[src/rtl/seq_multiplier_32bit_if.sv]
// Start/operand/result bundle for the 32x32 sequential multiplier.
// Signal prefixes are from the multiplier's point of view.
interface seq_multiplier_32bit_if;
  logic        i_start;
  logic [31:0] i_a;
  logic [31:0] i_b;
  logic        o_busy;
  logic        o_done;
  logic [63:0] o_product;

  modport master (
    output i_start, i_a, i_b,
    input  o_busy, o_done, o_product
  );

  modport slave (
    input  i_start, i_a, i_b,
    output o_busy, o_done, o_product
  );
endinterface

[src/rtl/seq_multiplier_32bit.sv]
// Shift-and-add 32x32 unsigned multiplier, one partial product per clock.
// Optional macro SEQ_MUL_EARLY_TERM_EN finishes as soon as the remaining multiplier bits are zero.
module full_adder_32bit (
  input  logic [31:0] i_a,
  input  logic [31:0] i_b,
  input  logic        i_cin,
  output logic [31:0] o_sum,
  output logic        o_cout
);
  assign {o_cout, o_sum} = {1'b0, i_a} + {1'b0, i_b} + {32'h0, i_cin};
endmodule

module seq_multiplier_32bit (
  input  logic                  clk,
  input  logic                  rst,
  seq_multiplier_32bit_if.slave bus
);
  typedef enum logic [1:0] {StIdle, StRun, StDone} state_e;

  state_e      r_state;
  logic [5:0]  r_count;
  logic [64:0] r_p;
  logic [31:0] r_mcand;
  logic        r_busy;
  logic        r_done;
  logic [63:0] r_product;

  logic [31:0] w_sum;
  logic        w_cout;
  logic [64:0] w_p_add;
  logic [64:0] w_p_shift;

  full_adder_32bit u_adder (
    .i_a    (r_p[63:32]),
    .i_b    (r_mcand),
    .i_cin  (1'b0),
    .o_sum  (w_sum),
    .o_cout (w_cout)
  );

  // The adder carry lands in P[64] so it survives the shift into bit 63.
  assign w_p_add   = r_p[0] ? {w_cout, w_sum, r_p[31:0]} : r_p;
  assign w_p_shift = {1'b0, w_p_add[64:1]};

`ifdef SEQ_MUL_EARLY_TERM_EN
  logic [31:0] w_unconsumed;
  logic        w_early;
  logic [64:0] w_p_early;

  // Left-aligning P[31:0] by count discards the bits already consumed.
  assign w_unconsumed = r_p[31:0] << r_count;
  assign w_early      = (w_unconsumed == 32'h0);
  assign w_p_early    = r_p >> (6'd32 - r_count);
`endif

  always_ff @(posedge clk or posedge rst) begin
    if (rst) begin
      r_state   <= StIdle;
      r_count   <= 6'd0;
      r_p       <= 65'h0;
      r_mcand   <= 32'h0;
      r_busy    <= 1'b0;
      r_done    <= 1'b0;
      r_product <= 64'h0;
    end else begin
      unique case (r_state)
        StIdle, StDone: begin
          r_done <= 1'b0;
          if (bus.i_start) begin
            r_mcand <= bus.i_a;
            r_p     <= {33'h0, bus.i_b};
            r_count <= 6'd0;
            r_busy  <= 1'b1;
            r_state <= StRun;
          end else begin
            r_busy  <= 1'b0;
            r_state <= StIdle;
          end
        end
        StRun: begin
`ifdef SEQ_MUL_EARLY_TERM_EN
          if (w_early) begin
            r_p       <= w_p_early;
            r_product <= w_p_early[63:0];
            r_busy    <= 1'b0;
            r_done    <= 1'b1;
            r_state   <= StDone;
          end else
`endif
          begin
            r_p     <= w_p_shift;
            r_count <= r_count + 6'd1;
            if (r_count == 6'd31) begin
              r_product <= w_p_shift[63:0];
              r_busy    <= 1'b0;
              r_done    <= 1'b1;
              r_state   <= StDone;
            end
          end
        end
        default: begin
          r_busy  <= 1'b0;
          r_done  <= 1'b0;
          r_state <= StIdle;
        end
      endcase
    end
  end

  assign bus.o_busy    = r_busy;
  assign bus.o_done    = r_done;
  assign bus.o_product = r_product;
endmodule

[src/flat_wrapper.sv]
// flat-port wrapper written by rule: the top's interface ports become plain ports
module seq_multiplier_32bit_flat 
  (clk, rst, bus_i_start, bus_i_a, bus_i_b, bus_o_busy, bus_o_done, bus_o_product);
  seq_multiplier_32bit_if bus_i ();
  input  logic clk;
  input  logic rst;
  input wire logic [$bits(bus_i.i_start)-1:0] bus_i_start;
  input wire logic [$bits(bus_i.i_a)-1:0] bus_i_a;
  input wire logic [$bits(bus_i.i_b)-1:0] bus_i_b;
  output wire logic [$bits(bus_i.o_busy)-1:0] bus_o_busy;
  output wire logic [$bits(bus_i.o_done)-1:0] bus_o_done;
  output wire logic [$bits(bus_i.o_product)-1:0] bus_o_product;
  assign bus_i.i_start = bus_i_start;
  assign bus_i.i_a = bus_i_a;
  assign bus_i.i_b = bus_i_b;
  assign bus_o_busy = bus_i.o_busy;
  assign bus_o_done = bus_i.o_done;
  assign bus_o_product = bus_i.o_product;
  seq_multiplier_32bit u_core (.clk(clk), .rst(rst), .bus(bus_i));
endmodule
[config.mk]
export PLATFORM = sky130hd
export DESIGN_NAME = seq_multiplier_32bit_flat
export DESIGN_NICKNAME = d
export VERILOG_FILES = /design/src/rtl/seq_multiplier_32bit_if.sv /design/src/rtl/seq_multiplier_32bit.sv /design/src/flat_wrapper.sv
export SDC_FILE = /design/constraint.sdc
export NUM_CORES = 1
export LEC_CHECK = 0
export ABC_AREA = 1
export CORE_AREA = 2 2 138 140
export CTS_BUF_LIST = sky130_fd_sc_hd__clkbuf_8
export CTS_CLUSTER_DIAMETER = 30
export DETAILED_ROUTE_END_ITERATION = 7
export DIE_AREA = 0 0 140 142
export HOLD_SLACK_MARGIN = 0.1
export MAX_ROUTING_LAYER = met4
export PLACE_DENSITY = 0.8
export SETUP_SLACK_MARGIN = 0.02
export SYNTH_ARGS = -nofsm -noshare
export SYNTH_HDL_FRONTEND = slang
export SYNTH_SLANG_ARGS = --single-unit
[constraint.sdc]
create_clock -name clk -period 5.5 [get_ports clk]
set_clock_uncertainty 0.2 [all_clocks]
set_input_delay 0.825 -clock clk [delete_from_list [all_inputs] [get_ports clk]]
set_output_delay 0.825 -clock clk [all_outputs]
set_load 0.05 [all_outputs]
# --- Yosys cells after proc, flatten, opt, wreduce, memory -nomap -nowiden ---
# Index checks and enable logic that the tools add are counted.
word_totals:
  in_bits: 67
  output_inout_bits: 66
  register_bits: 171
  word_cells: 33
classes:
  n_eq_ne: 5
  add_sub_neg: 2
  reduce_logical: 6
  muxes: 13
ops:
  columns: ["op", "n"]
  rows:
  - ["65-bit two-way mux", 2]
  - ["65-bit case mux with 2 select lines", 1]
  - ["32-bit by 32-bit adder with 33-bit output", 1]
  - ["6-bit case mux with 2 select lines", 1]
  - ["6-bit by 1-bit adder with 6-bit output (second input constant)", 1]
  - ["6-bit by 5-bit == test with 1-bit output (second input constant)", 1]
  - ["6-bit two-way mux", 1]
  - ["2-bit AND reduction", 3]
  - ["1-bit two-way mux", 5]
  - ["2-bit case mux with 2 select lines", 1]
  - ["2-bit by 1-bit == test with 1-bit output (second input constant)", 1]
  - ["2-bit == test (second input constant)", 1]
  - ["2-bit logical NOT", 1]
  - ["2-bit two-way mux", 1]
  - ["2-bit by 1-bit inequality test with 1-bit output (second input constant)", 1]
  - ["2-bit inequality test (second input constant)", 1]
  - ["1-bit case mux with 2 select lines", 1]
  - ["2-bit nonzero test", 1]
  - ["2-bit OR reduction", 1]

# --- Depth between registers and ports, before layout ---
depth:
  depth_word: 4
  ltp_mapped: 14
  ltp_nobuf: 13

# --- By module ---
# From an unflattened synthesis, not the netlist that was laid out.
hier_totals:
  hier_cells: 1349
  area_unflattened_um2: 9491.6
modules_own_cells:
  columns: ["module", "seq_area_each_um2", "n_inst", "area_each_um2", "cells_per_inst"]
  rows:
  - ["seq_multiplier_32bit", 4229.1, 1, 7098.1, 844]
  - ["full_adder_32bit", 0.0, 1, 2393.5, 505]

# --- Least setup slack after synthesis ---
# OpenSTA, ideal clock, no wires.
synth_path:
  path_kind: "reg-to-reg"
  from: "register u_core.r_mcand[0]"
  to: "register u_core.r_p[51]"
  setup_ns: 0.126
  setup_slack_ns: 3.396
  t_arrival_ns: 1.778
  stages_incl_launch_ff: 13
  period_less_slack_ns: 2.104
  n_path_buf: 0
  required_ns: 5.174
  cell_sequence: "dfrtp_1 > ha_1 > fa_1 > nand3_1 > nand3_1 > nand3_1 > nand3_1 > nand2_1 > nand2_1 > nand2_1 > nand3_1 > nand3_1 > o21ai_0"
synth_via:
  elab_chain_len: 3
synth_rtl:
  columns: ["element", "line", "rtl"]
  rows:
  - ["from (decl)", "seq_multiplier_32bit.sv:23", "logic [31:0] r_mcand;"]
  - ["from (signal assigned)", "seq_multiplier_32bit.sv:70", "r_mcand <= bus.i_a;"]
  - ["32-bit by 32-bit adder with 33-bit output", "seq_multiplier_32bit.sv:10", "assign {o_cout, o_sum} = {1'b0, i_a} + {1'b0, i_b} + {32'h0, i_cin};"]
  - ["65-bit two-way mux", "seq_multiplier_32bit.sv:42", "assign w_p_add = r_p[0] ? {w_cout, w_sum, r_p[31:0]} : r_p;"]
  - ["65-bit case mux with 2 select lines", "seq_multiplier_32bit.sv:66", "unique case (r_state)"]
  - ["to (signal assigned)", "seq_multiplier_32bit.sv:71", "r_p <= {33'h0, bus.i_b};"]
  - ["to (signal assigned)", "seq_multiplier_32bit.sv:91", "r_p <= w_p_shift;"]
  - ["to (decl)", "seq_multiplier_32bit.sv:22", "logic [64:0] r_p;"]
# Every way passes these cells.
# A chain may end at the register's enable or synchronous reset.

==> results.ini <==
[outcome]
outcome = finished with violations
violations = design-rule violations

[routing]
drc = 6
drt_iter0_markers = 682
ant_nets = 0
vias_per_cell = 5.12
firstDrtPassIters = 8
wire_per_inst_microns = 14.9
vias = 8269
wirelength_microns = 24000

[final_layout]
fill_cells = 1680
nets = 1468
drive_above_1_share_pct = 4.71
area_growth_syn_to_layout_pct = 20.7
diodes = 0

[sta]
relSlewSlack_pct = 40.0
setup_viol = 0
fin_crit_sh_pct = 64.3
finalSetupTns_ns = 0
rsz0062_at_grt = no
whs_ns = 0.288
slew_violations = 0
tightest_slew_ns = 0.899
fin_crit_ns = 3.53
hold_violations = 0
max_clock_freq_mhz = 283

[die]
die_y_microns = 142
core-area_sq_um = 18500
ioPinCount = 133
die_w_microns = 140
initial_core_util_pct = 49.8
dieArea_sq_um = 19900
rows = 50

[placed_design]
port_buffers = 132
globalplace.congestion = 0.954
place_hpwl_microns = 17200

[setup_path]
critPathArrivalTime_ns = 3.68
critical_path.cell_chain = nor2_4 -> inv_2 -> nor2_8 -> inv_2 -> buf_4 -> nand2_1 -> o21ai_0
worstPathMaxFanout = 77
critPathMaxStageDelay_ns = 0.64
worst-path-buf-inv = 3
cp-start-kind = flip-flop
slowest_stage = nor2_4
crit_type = flip-flop to flip-flop
cp.required_ns = 5.64
path_delay_family = simple AND/OR/NAND/NOR gates
path_common_cell = inv_2
end_kind = flip-flop

[yosys]
synth_top_cell_area_share_pct = 45.8
seq_area_frac_synth_pct = 45.8
synth_nets = 1350
synthTopCellsByCount = nand2_1 (501), inv_1 (176), dfrtp_1 (168), nand3_1 (93), o21ai_0 (58)
syn_inst = 1249
synth_area_sq_um = 9190
synth.top_cells.by_area = dfrtp_1 (46%), nand2_1 (20%), inv_1 (7.2%)
netlist.top_cell.by_area = dfrtp_1
synth_ff_type = dfrtp_1
ys_ff_latch = 168
synth_cell_types = 30
yosysMostFrequentCell = nand2_1
syn_area_per_cell_sq_um = 7.35
synthArstFlopShare_pct = 100
ys_warn_count = 0
synth_edf_count = 0

[clock_tree]
clockBufferDepth = 2
root_buffer = clkbuf_8
ctsHoldBuffers = 0
cts_inserted_buffers = 17
cts_tree = built
clk_pin_slew_ns = 0.10
post_cts_buffers = 0
insertion_delay_ns = 0.48
clock_sinks = 168
htree_levels = 4
post_cts_resize_count = 0

[grt]
grt_pass1_vias = 7777
grt_first_pass_wirelength_microns = 40300
grt_max_degree = 169
grt_usage_pct = 26.2
antenna_found_initial = 0
overflow = 0

[run]
maxCapViolCount = 0

[min_path]
hold_path_class = flip-flop to flip-flop

==> metal layers <==
| layer | share of wire [%] | track usage [%] | up-vias |
|---|---|---|---|
| met1 | 49 | 38.8 | 3835 |
| li1 | - | - | 4153 |
| met2 | 44 | 38.1 | 255 |
| met4 | 1.4 | 6.27 | 0 |
| met3 | 5.8 | 4.24 | 26 |
| met5 | 0 | - | - |
==> worst register-to-register path, stage by stage (launching register included) <==
cell	delay, ns
dfrtp_1	0.42
nor2_4	0.64
inv_2	0.58
nor2_8	0.53
inv_2	0.31
buf_4	0.43
nand2_1	0.19
o21ai_0	0.10
==> flip-flops by register name, indices dropped and copies added (netlist names) <==
signal and cells:
u_core.r_p 64, u_core.r_state 1, u_core.r_count 6, u_core.r_mcand 32, u_core.bus.o_done 1, u_core.bus.o_product 64
==> layout make-up <==
class                      instances  area (sq um)  area share, %
clock buffer                      17           234           2.11
inverter                         181           683           6.16
multi-input combinational        859          4110           37.1
clock inverter                    15           169           1.52
sequential                       168          4200           37.9
tap                              234           293           2.64
timing repair buffer             140          1390           12.6
==> final timing paths <==
| path | start | end | slack, ns | depth (start not counted) |
|---|---|---|---|---|
| min in group asynchronous | rst | u_core.bus.o_product[36] | 0.76 | 3 |
| max in group asynchronous | rst | u_core.bus.o_product[4] | 3.71 | 3 |
| max reg2reg | u_core.bus.o_done | u_core.bus.o_product[33] | 1.97 | 7 |
| min | u_core.bus.o_product[53] | u_core.bus.o_product[53] | 0.29 | 2 |
| max | u_core.bus.o_done | u_core.bus.o_product[33] | 1.97 | 7 |
| min reg2reg | u_core.bus.o_product[53] | u_core.bus.o_product[53] | 0.29 | 2 |
==> kinds of logic (layout without fill, tap and decap cells) <==
logic type | after synthesis | after routing | share of synthesized area (%)
fa+ha+maj | 34 | 34 | 4.71
compound gates | 140 | 140 | 9.10
buf+inv | 222 | 353 | 9.49
xor+xnor | 13 | 13 | 1.24
simple gates | 672 | 672 | 29.7
flops | 168 | 168 | 45.8
==> cell usage in the layout (no fill, tap or decap), types with 7 or more instances in the layout <==
cell	Yosys	final
clkdlybuf4s50_1	0	132
ha_1	33	33
or2_2	14	14
nand3_1	93	93
nor2_1	49	49
o21ai_0	58	58
inv_1	176	174
dfrtp_1	168	168
buf_4	0	7
o221ai_1	31	31
clkbuf_8	0	17
nand2_1	501	501
xnor2_1	8	8
o21ai_1	13	13
a21oi_1	28	28
==> through the flow <==
step	setup slack [ns]	instance area, sq um	util, %	instances
final	1.97	11100	60.1	1614
after global routing	1.71	11100	60.1	1614
after CTS	2.00	11100	60.1	1614
after detailed placement	1.98	10700	57.9	1582
after global placement	2.11	10700	57.9	1582
after floorplan	2.33	9190	-	1249
Power is left out: the tool's default activity adds up to more than one toggle a clock period on the data nets, which glitch-free logic cannot reach.
